===== src/rtl/cpu_run_ctrl.sv =====
// cpu_run_ctrl -- run/drain/done sequencer for a 5-stage CPU.
//
// Starts the CPU on request. Execution stops on a halt request or when a
// cycle limit is reached. The controller then keeps the pipeline enabled
// for DRAIN_CYCLES more cycles so that it empties, and parks in DONE until
// the next start or a clear. The host is granted the memory ports only
// while the CPU is stopped (IDLE or DONE).
//
//  state | meaning
//  ------+---------------------------------------------------------------
//  IDLE  | CPU stopped; host may own memory; wait for start
//  RUN   | CPU enabled; cycle_cnt counts; exit on halt_req or cycle limit
//  DRAIN | CPU still enabled for DRAIN_CYCLES cycles to empty pipeline
//  DONE  | CPU stopped; cycle_cnt/timeout hold results; wait start/clear
//
// Ports
//   clk         main clock, rising edge
//   arst_n      asynchronous active-low reset
//   start       begin execution (level sampled, ignored while ext_req=1)
//   halt_req    stop request, honoured in RUN only
//   abort       unconditional return to IDLE, highest priority
//   clear       leave DONE for IDLE
//   max_cycles  RUN cycle limit, 0 = unlimited, sampled on RUN entry
//   ext_req     host requests the memory ports
//   enable      pipeline/PC enable (RUN or DRAIN)
//   ext_grant   host may drive memory ports
//   busy        RUN or DRAIN
//   done        in DONE
//   timeout     sticky, last RUN ended on the cycle limit
//   cycle_cnt   RUN cycles of the current/last run, saturating
//   state       IDLE=0 RUN=1 DRAIN=2 DONE=3

module cpu_run_ctrl #(
    parameter int CNT_W        = 32,
    parameter int DRAIN_CYCLES = 4
) (
    input  logic             clk,
    input  logic             arst_n,
    input  logic             start,
    input  logic             halt_req,
    input  logic             abort,
    input  logic             clear,
    input  logic [CNT_W-1:0] max_cycles,
    input  logic             ext_req,
    output logic             enable,
    output logic             ext_grant,
    output logic             busy,
    output logic             done,
    output logic             timeout,
    output logic [CNT_W-1:0] cycle_cnt,
    output logic [1:0]       state
);

    typedef enum logic [1:0] {
        ST_IDLE  = 2'd0,
        ST_RUN   = 2'd1,
        ST_DRAIN = 2'd2,
        ST_DONE  = 2'd3
    } state_t;

    localparam int               DW         = (DRAIN_CYCLES < 2) ? 1 : $clog2(DRAIN_CYCLES + 1);
    localparam logic [DW-1:0]    DRAIN_LOAD = DW'(DRAIN_CYCLES);
    localparam logic [CNT_W-1:0] CNT_SAT    = '1;

    state_t           state_q, state_d;
    logic [CNT_W-1:0] cnt_q, cnt_d;
    logic [CNT_W-1:0] max_q, max_d;
    logic [DW-1:0]    drain_q, drain_d;
    logic             timeout_q, timeout_d;
    logic             ext_grant_q, ext_grant_d;
    logic             limit_hit;

    always_ff @(posedge clk or negedge arst_n) begin
        if (!arst_n) begin
            state_q     <= ST_IDLE;
            cnt_q       <= '0;
            max_q       <= '0;
            drain_q     <= '0;
            timeout_q   <= 1'b0;
            ext_grant_q <= 1'b0;
        end else begin
            state_q     <= state_d;
            cnt_q       <= cnt_d;
            max_q       <= max_d;
            drain_q     <= drain_d;
            timeout_q   <= timeout_d;
            ext_grant_q <= ext_grant_d;
        end
    end

    // Last RUN cycle is the one where the count is one below the limit; the
    // increment in that same cycle makes cycle_cnt land exactly on the limit.
    assign limit_hit = (max_q != '0) && (cnt_q == (max_q - CNT_W'(1)));

    always_comb begin
        state_d     = state_q;
        cnt_d       = cnt_q;
        max_d       = max_q;
        drain_d     = drain_q;
        timeout_d   = timeout_q;
        ext_grant_d = 1'b0;

        unique case (state_q)
            ST_IDLE, ST_DONE: begin
                if (start && !ext_req) begin
                    state_d   = ST_RUN;
                    cnt_d     = '0;
                    timeout_d = 1'b0;
                    max_d     = max_cycles;
                end else if (clear && (state_q == ST_DONE)) begin
                    state_d = ST_IDLE;
                end
            end
            ST_RUN: begin
                if (cnt_q != CNT_SAT) begin
                    cnt_d = cnt_q + CNT_W'(1);
                end
                if (limit_hit) begin
                    timeout_d = 1'b1;
                end
                if (halt_req || limit_hit) begin
                    if (DRAIN_CYCLES == 0) begin
                        state_d = ST_DONE;
                    end else begin
                        state_d = ST_DRAIN;
                        drain_d = DRAIN_LOAD;
                    end
                end
            end
            ST_DRAIN: begin
                if (drain_q <= DW'(1)) begin
                    state_d = ST_DONE;
                    drain_d = '0;
                end else begin
                    drain_d = drain_q - DW'(1);
                end
            end
            default: state_d = ST_IDLE;
        endcase

        if (abort) begin
            state_d   = ST_IDLE;
            cnt_d     = cnt_q;
            timeout_d = timeout_q;
            max_d     = max_q;
            drain_d   = '0;
        end

        // Grant is registered against the next state, so it can only be high
        // while the registered state is IDLE or DONE, never alongside enable.
        ext_grant_d = ext_req && ((state_d == ST_IDLE) || (state_d == ST_DONE));
    end

    assign enable    = (state_q == ST_RUN) || (state_q == ST_DRAIN);
    assign busy      = enable;
    assign done      = (state_q == ST_DONE);
    assign timeout   = timeout_q;
    assign cycle_cnt = cnt_q;
    assign ext_grant = ext_grant_q;
    assign state     = state_q;

endmodule


===== config.mk =====
export PLATFORM = sky130hd
export DESIGN_NAME = cpu_run_ctrl
export DESIGN_NICKNAME = d
export VERILOG_FILES = /design/src/rtl/cpu_run_ctrl.sv
export SDC_FILE = /design/constraint.sdc
export NUM_CORES = 1
export LEC_CHECK = 0
export ABC_CLOCK_PERIOD_IN_PS = 5060
export CORE_MARGIN = 3
export CORE_UTILIZATION = 58
export CTS_BUF_LIST = sky130_fd_sc_hd__clkbuf_4 sky130_fd_sc_hd__clkbuf_8 sky130_fd_sc_hd__clkbuf_16
export CTS_CLUSTER_SIZE = 28
export DETAILED_ROUTE_END_ITERATION = 10
export PLACE_DENSITY = 0.88
export SETUP_SLACK_MARGIN = 0.2
export SYNTH_ARGS = -nofsm -noshare
export SYNTH_HDL_FRONTEND = slang
export SYNTH_SLANG_ARGS = --single-unit

===== constraint.sdc =====
create_clock -name clk -period 5.06 [get_ports clk]
set_input_delay 0.506 -clock clk [delete_from_list [all_inputs] [get_ports clk]]
set_output_delay 0.506 -clock clk [all_outputs]
set_load 0.005 [all_outputs]

* Yosys cells after proc, flatten, opt, wreduce, memory -nomap -nowiden
Cells that the tools add are included.
Cells by class: mux-type cells 16, shift operators 0, order comparisons 1, reductions and logical operators 18, bitwise operators 1, $add $sub $neg 3, $mul 0, div/mod/pow operators 0, eq/ne operators 10
Operators by type and width (count):
- 32-bit 2-to-1 mux | 2
- 32-bit case mux with 2 select lines | 1
- 32-bit by 1-bit adder with 32-bit output (second input constant) | 1
- 32-bit == test | 1
- 32-bit inequality test (second input constant) | 1
- 32-bit nonzero test | 1
- 32-bit by 1-bit subtractor with 32-bit output (second input constant) | 1
- 2-bit 2-to-1 mux | 5
- 3-bit 2-to-1 mux | 3
- 4-bit AND reduction | 2
- 2-bit == test (second input constant) | 3
- 2-bit inequality test (second input constant) | 3
- 2-bit case mux with 3 select lines | 1
- 3-bit case mux with 2 select lines | 1
- 1-bit logical AND | 4
- 2-bit zero test | 2
- 3-bit by 1-bit less-or-equal comparator with 1-bit output (second input constant) | 1
- 1-bit logical OR | 3
- 3-bit inequality test (second input constant) | 1
- 3-bit AND reduction | 1
- 3-bit nonzero test | 1
- 3-bit by 1-bit subtractor with 3-bit output (second input constant) | 1
- 2-bit by 1-bit == test with 1-bit output (second input constant) | 1
- 1-bit 2-to-1 mux | 2
- other kinds (6) | 6
Storage, ports and cells: input bits 39, word-level logic and storage cells 55, memories kept 0, flip-flop bits (word level) 71, ROM bits 0, memory bits (writable) 0, bits in latches 0

* Depth between registers and ports, before layout
word-level depth 10, mapped depth 12, depth with buffers taken out 11

* Least setup slack after synthesis
OpenSTA, ideal clock, no wires.
path kind register to register, start point register max_q[0], end point register drain_q[0], path buffers 1, period minus slack after synthesis 3417 ps, stages on the path, launching flop included 12, setup slack 1643 ps, arrival time 3290 ps, data required time 4933 ps, cells stage by stage dfrtp_1 -> inv_1 -> ha_1 -> or4b_1 -> buf_2 -> o21ai_1 -> or4b_1 -> a2111oi_2 -> o2111ai_1 -> a2111oi_4 -> o22a_2 -> mux2_1
On the way: longest elaborated chain between the ends 6
Ends and longest elaborated chain:
- start, declared | RTL line 67 | logic [CNT_W-1:0] max_q, max_d;
- start signal, assigned | RTL line 84 | max_q <= max_d;
- 32-bit by 1-bit subtractor with 32-bit output | RTL line 93 | assign limit_hit = (max_q != '0) && (cnt_q == (max_q - CNT_W'(1)));
- 32-bit == test | RTL line 93
- 1-bit logical AND (*) | RTL line 93
- 1-bit logical OR (*) | RTL line 121 | if (halt_req || limit_hit) begin
- 3-bit inequality test (no line) (*)
- 2-bit AND reduction (no line) (*)
- end signal, assigned | RTL line 85 | drain_q <= drain_d;
- end, declared | RTL line 68 | logic [DW-1:0] drain_q, drain_d;
Mark *: on every way between the ends. The rest lies on a longest branch, timed or not. A chain may end at the register's enable or synchronous reset.

* Worst setup path after layout
start point register max_q[5], end point register drain_q[0]
The elaborated chain is that of the path after synthesis.

==> metrics.txt <==
initial antenna violation count=0; Compound-Gate Fraction of Synth Area=0.0999; worst skew pair latency=0.35 ns; GRT Util Overall=0.284; Worst R2R Setup Slack=1.03 ns; worst-case vdd ir drop=316 µV; max-cap viol count=0; pwr dens=368 nW/µm²; Power, Total=0.00206 W; Mapped Avg Cell Area=9.62 µm²; GP Congestion=0.895; syn_nets=513; Die X=93.9 µm; GR Util met3=0.0481; total wire length=11900 µm; CTS tree=done; top_reg_cell synth=dfrtp_1; H-tree levels=3; register bit total from synthesis=71; DRC=0; Root Driver=clkbuf_8; drt first pass iters=4; final-report hold violation count=0; Final nets=585; Worst Path Required=5.29 ns; dpl hpwl=8550 µm; number of synthesized flops with an enable pin=0; Clock Sinks=71; Critical Path End=drain_q[0]; I/O pin cnt=78; period utilization=0.796; fraction of registers with async set/reset=1.00; antenna cell count=0; fin crit period=4.03 ns; Port Buffers=77; crit path cell chain=nor4_4, nand4b_1, or4_1, a2111oi_2, o2111ai_1, a2111oi_4, o22a_2, mux2_1; f_max=0.248 GHz; Slew Limit Headroom=0.401; Hold Crit Class=in2async; final setup TNS=0 ns; CP endpoint kind=flip-flop; adder-cell share of the synthesized area=0.0223; Worst Setup SP=max_q[5]; largest net degree at the start of global routing=72; worst flop-to-flop path startpoint=max_q[5]; GR Util met1=0.375; r2r endpoint=drain_q[0]; Tightest Pin Transition=0.892 ns; Yosys top cell area share=0.396; Synth Warn #=0; outcome=finished clean; peak-usage layer in the global routing report=met2; main combinational cell family by area after synthesis=simple AND/OR/NAND/NOR gates; antenna-violating nets left=0; post-synthesis mux area share=0.0751; Die Y=93.9 µm; Leak=2.21 nW; Gates resized, CTS repair=0; critical path fanouts, max=13; total CTS buffers=9; core region area=7370 µm²; share of cells above drive strength 1=0.120; Worst path max stage delay=0.67 ns; Worst Skew=0.00974 ns; CP Class=reg2reg; r2r worst-path depth=8; area of the mapped netlist=4480 µm²; post-synth cell types=63; number of global-route vias before repair=3919; post-CTS setup buffers=0; critical path's slowest cell=or4_1; CP arrival=4.26 ns; non-filler cells in the finished layout=642; Area Growth Syn to Fin=24.8%; wire per inst=18.5 µm; sequential area share after synthesis=0.396; Vias/cell=6.24; Starting Density=0.608; Slew Viols, Final=0; initial DRC count=247; Worst-path clk slew=0.08 ns; Yosys top cell by area=dfrtp_1; main area contributors after synthesis=dfrtp_1 (40%), xor2_1 (7.6%), mux2_2 (7.0%); Layout fillers=558; final setup fails=0; Worst setup SP type=flip-flop; Cells after DPL=626; die area=8820 µm²; total grt overflow=0; fin util=0.759; Synth Area in XOR/XNOR=0.125; Vias=4006; grt met2 use=0.468; first-pass GRT wire length=19600 µm; RSZ-0062 raised after global routing=false; Synth Instances=466; post-synthesis simple-gate area fraction=0.249; maximum clock insertion buffer count=2; row count=31; post-cts hold buffer count=0
worst min path at each step:
stage                               end  cells past startpoint  slack, ns
after floorplan            cycle_cnt[0]                      0       0.21
after global placement          timeout                      2       0.50
after detailed placement        timeout                      2       0.49
after CTS                  cycle_cnt[8]                      2       0.39
after global routing      cycle_cnt[11]                      2       0.43
final                      cycle_cnt[8]                      2       0.37
per-layer routing:
layer | routed length, µm | share of wire
met1 | 5030 | 0.42
met2 | 5730 | 0.48
met3 | 781 | 0.066
met4 | 333 | 0.028
met5 | 0 | 0
final cells by class:
class                      instances  area (µm²)  area share
multi-input combinational        361        2570       0.460
clock inverter                     5         129      0.0230
timing repair buffer              81         796       0.142
inverter                          14        52.6     0.00940
sequential                        71        1780       0.318
clock buffer                      11         145      0.0260
tap                               99         124      0.0221
cells in the mapped netlist, types with 4 or more instances:
cell      instances
nand3_1          18
and4_1            7
nor4_1           10
ha_1              8
nor3_1           18
nand2b_1          4
a21oi_1           7
xnor2_1          25
dfrtp_1          71
nand2_1          26
or2_2             4
o21a_1            4
or3_1            10
clkbuf_1         14
nand3b_1          4
o31ai_1           4
nand4_1          16
xor2_1           39
inv_1            14
a211oi_1          4
buf_2             4
nor2_1           49
mux2_2           28
nand4b_1          4
nor4b_1           4
or4_1             6
o21ai_0          13
cell families after synthesis:
| family | Yosys count |
|---|---|
| AND/OR/NAND/NOR | 198 |
| buffers and inverters | 34 |
| multiplexers | 30 |
| flip-flops | 71 |
| XOR/XNOR | 64 |
| adder cells (fa/ha/maj) | 8 |
| AO/OA/AOI/OAI | 61 |
sequential cells by signal (all words and copies together) (netlist names):
| name | cells |
|---|---|
| cycle_cnt | 32 |
| max_q | 32 |
| drain_q | 3 |
| state | 2 |
| ext_grant | 1 |
| timeout | 1 |
layout by cell type, fill, tap and decap left out, types with 6 or more instances in the layout:
cell and n:
nand4_1 16, inv_1 14, nor2_1 48, clkdlybuf4s50_1 76, clkbuf_8 10, nor3_1 18, ha_1 8, o21ai_0 13
or4_1 6, dfrtp_1 71, nand2_1 26, nor4_1 10, xor2_1 39, xnor2_1 25, mux2_2 28, a21oi_1 7
and4_1 7, nand3_1 18, or3_1 10
report_power, final:
part	switching [W]	internal (W)
Combinational	0.000305	0.000291
Sequential	0.000179	0.000667
Clock	0.000219	0.000397
through the flow:
step                      hold WS, ns  area [µm²]  setup WS, ns
after floorplan                 0.210        4480          1.64
after global placement          0.497        5320          1.30
after detailed placement        0.494        5320          1.12
after CTS                       0.390        5590          1.08
after global routing            0.426        5590         0.854
final                           0.368        5590          1.03
critical path, delay by kind of cell (launching register included):
kind               cells  cell delay (ns)
and+or+nand+nor        3             1.67
AOI/OAI and AO/OA      4             1.43
DFF                    1             0.49
muxes                  1             0.33
(Power assumes the default switching activity.)
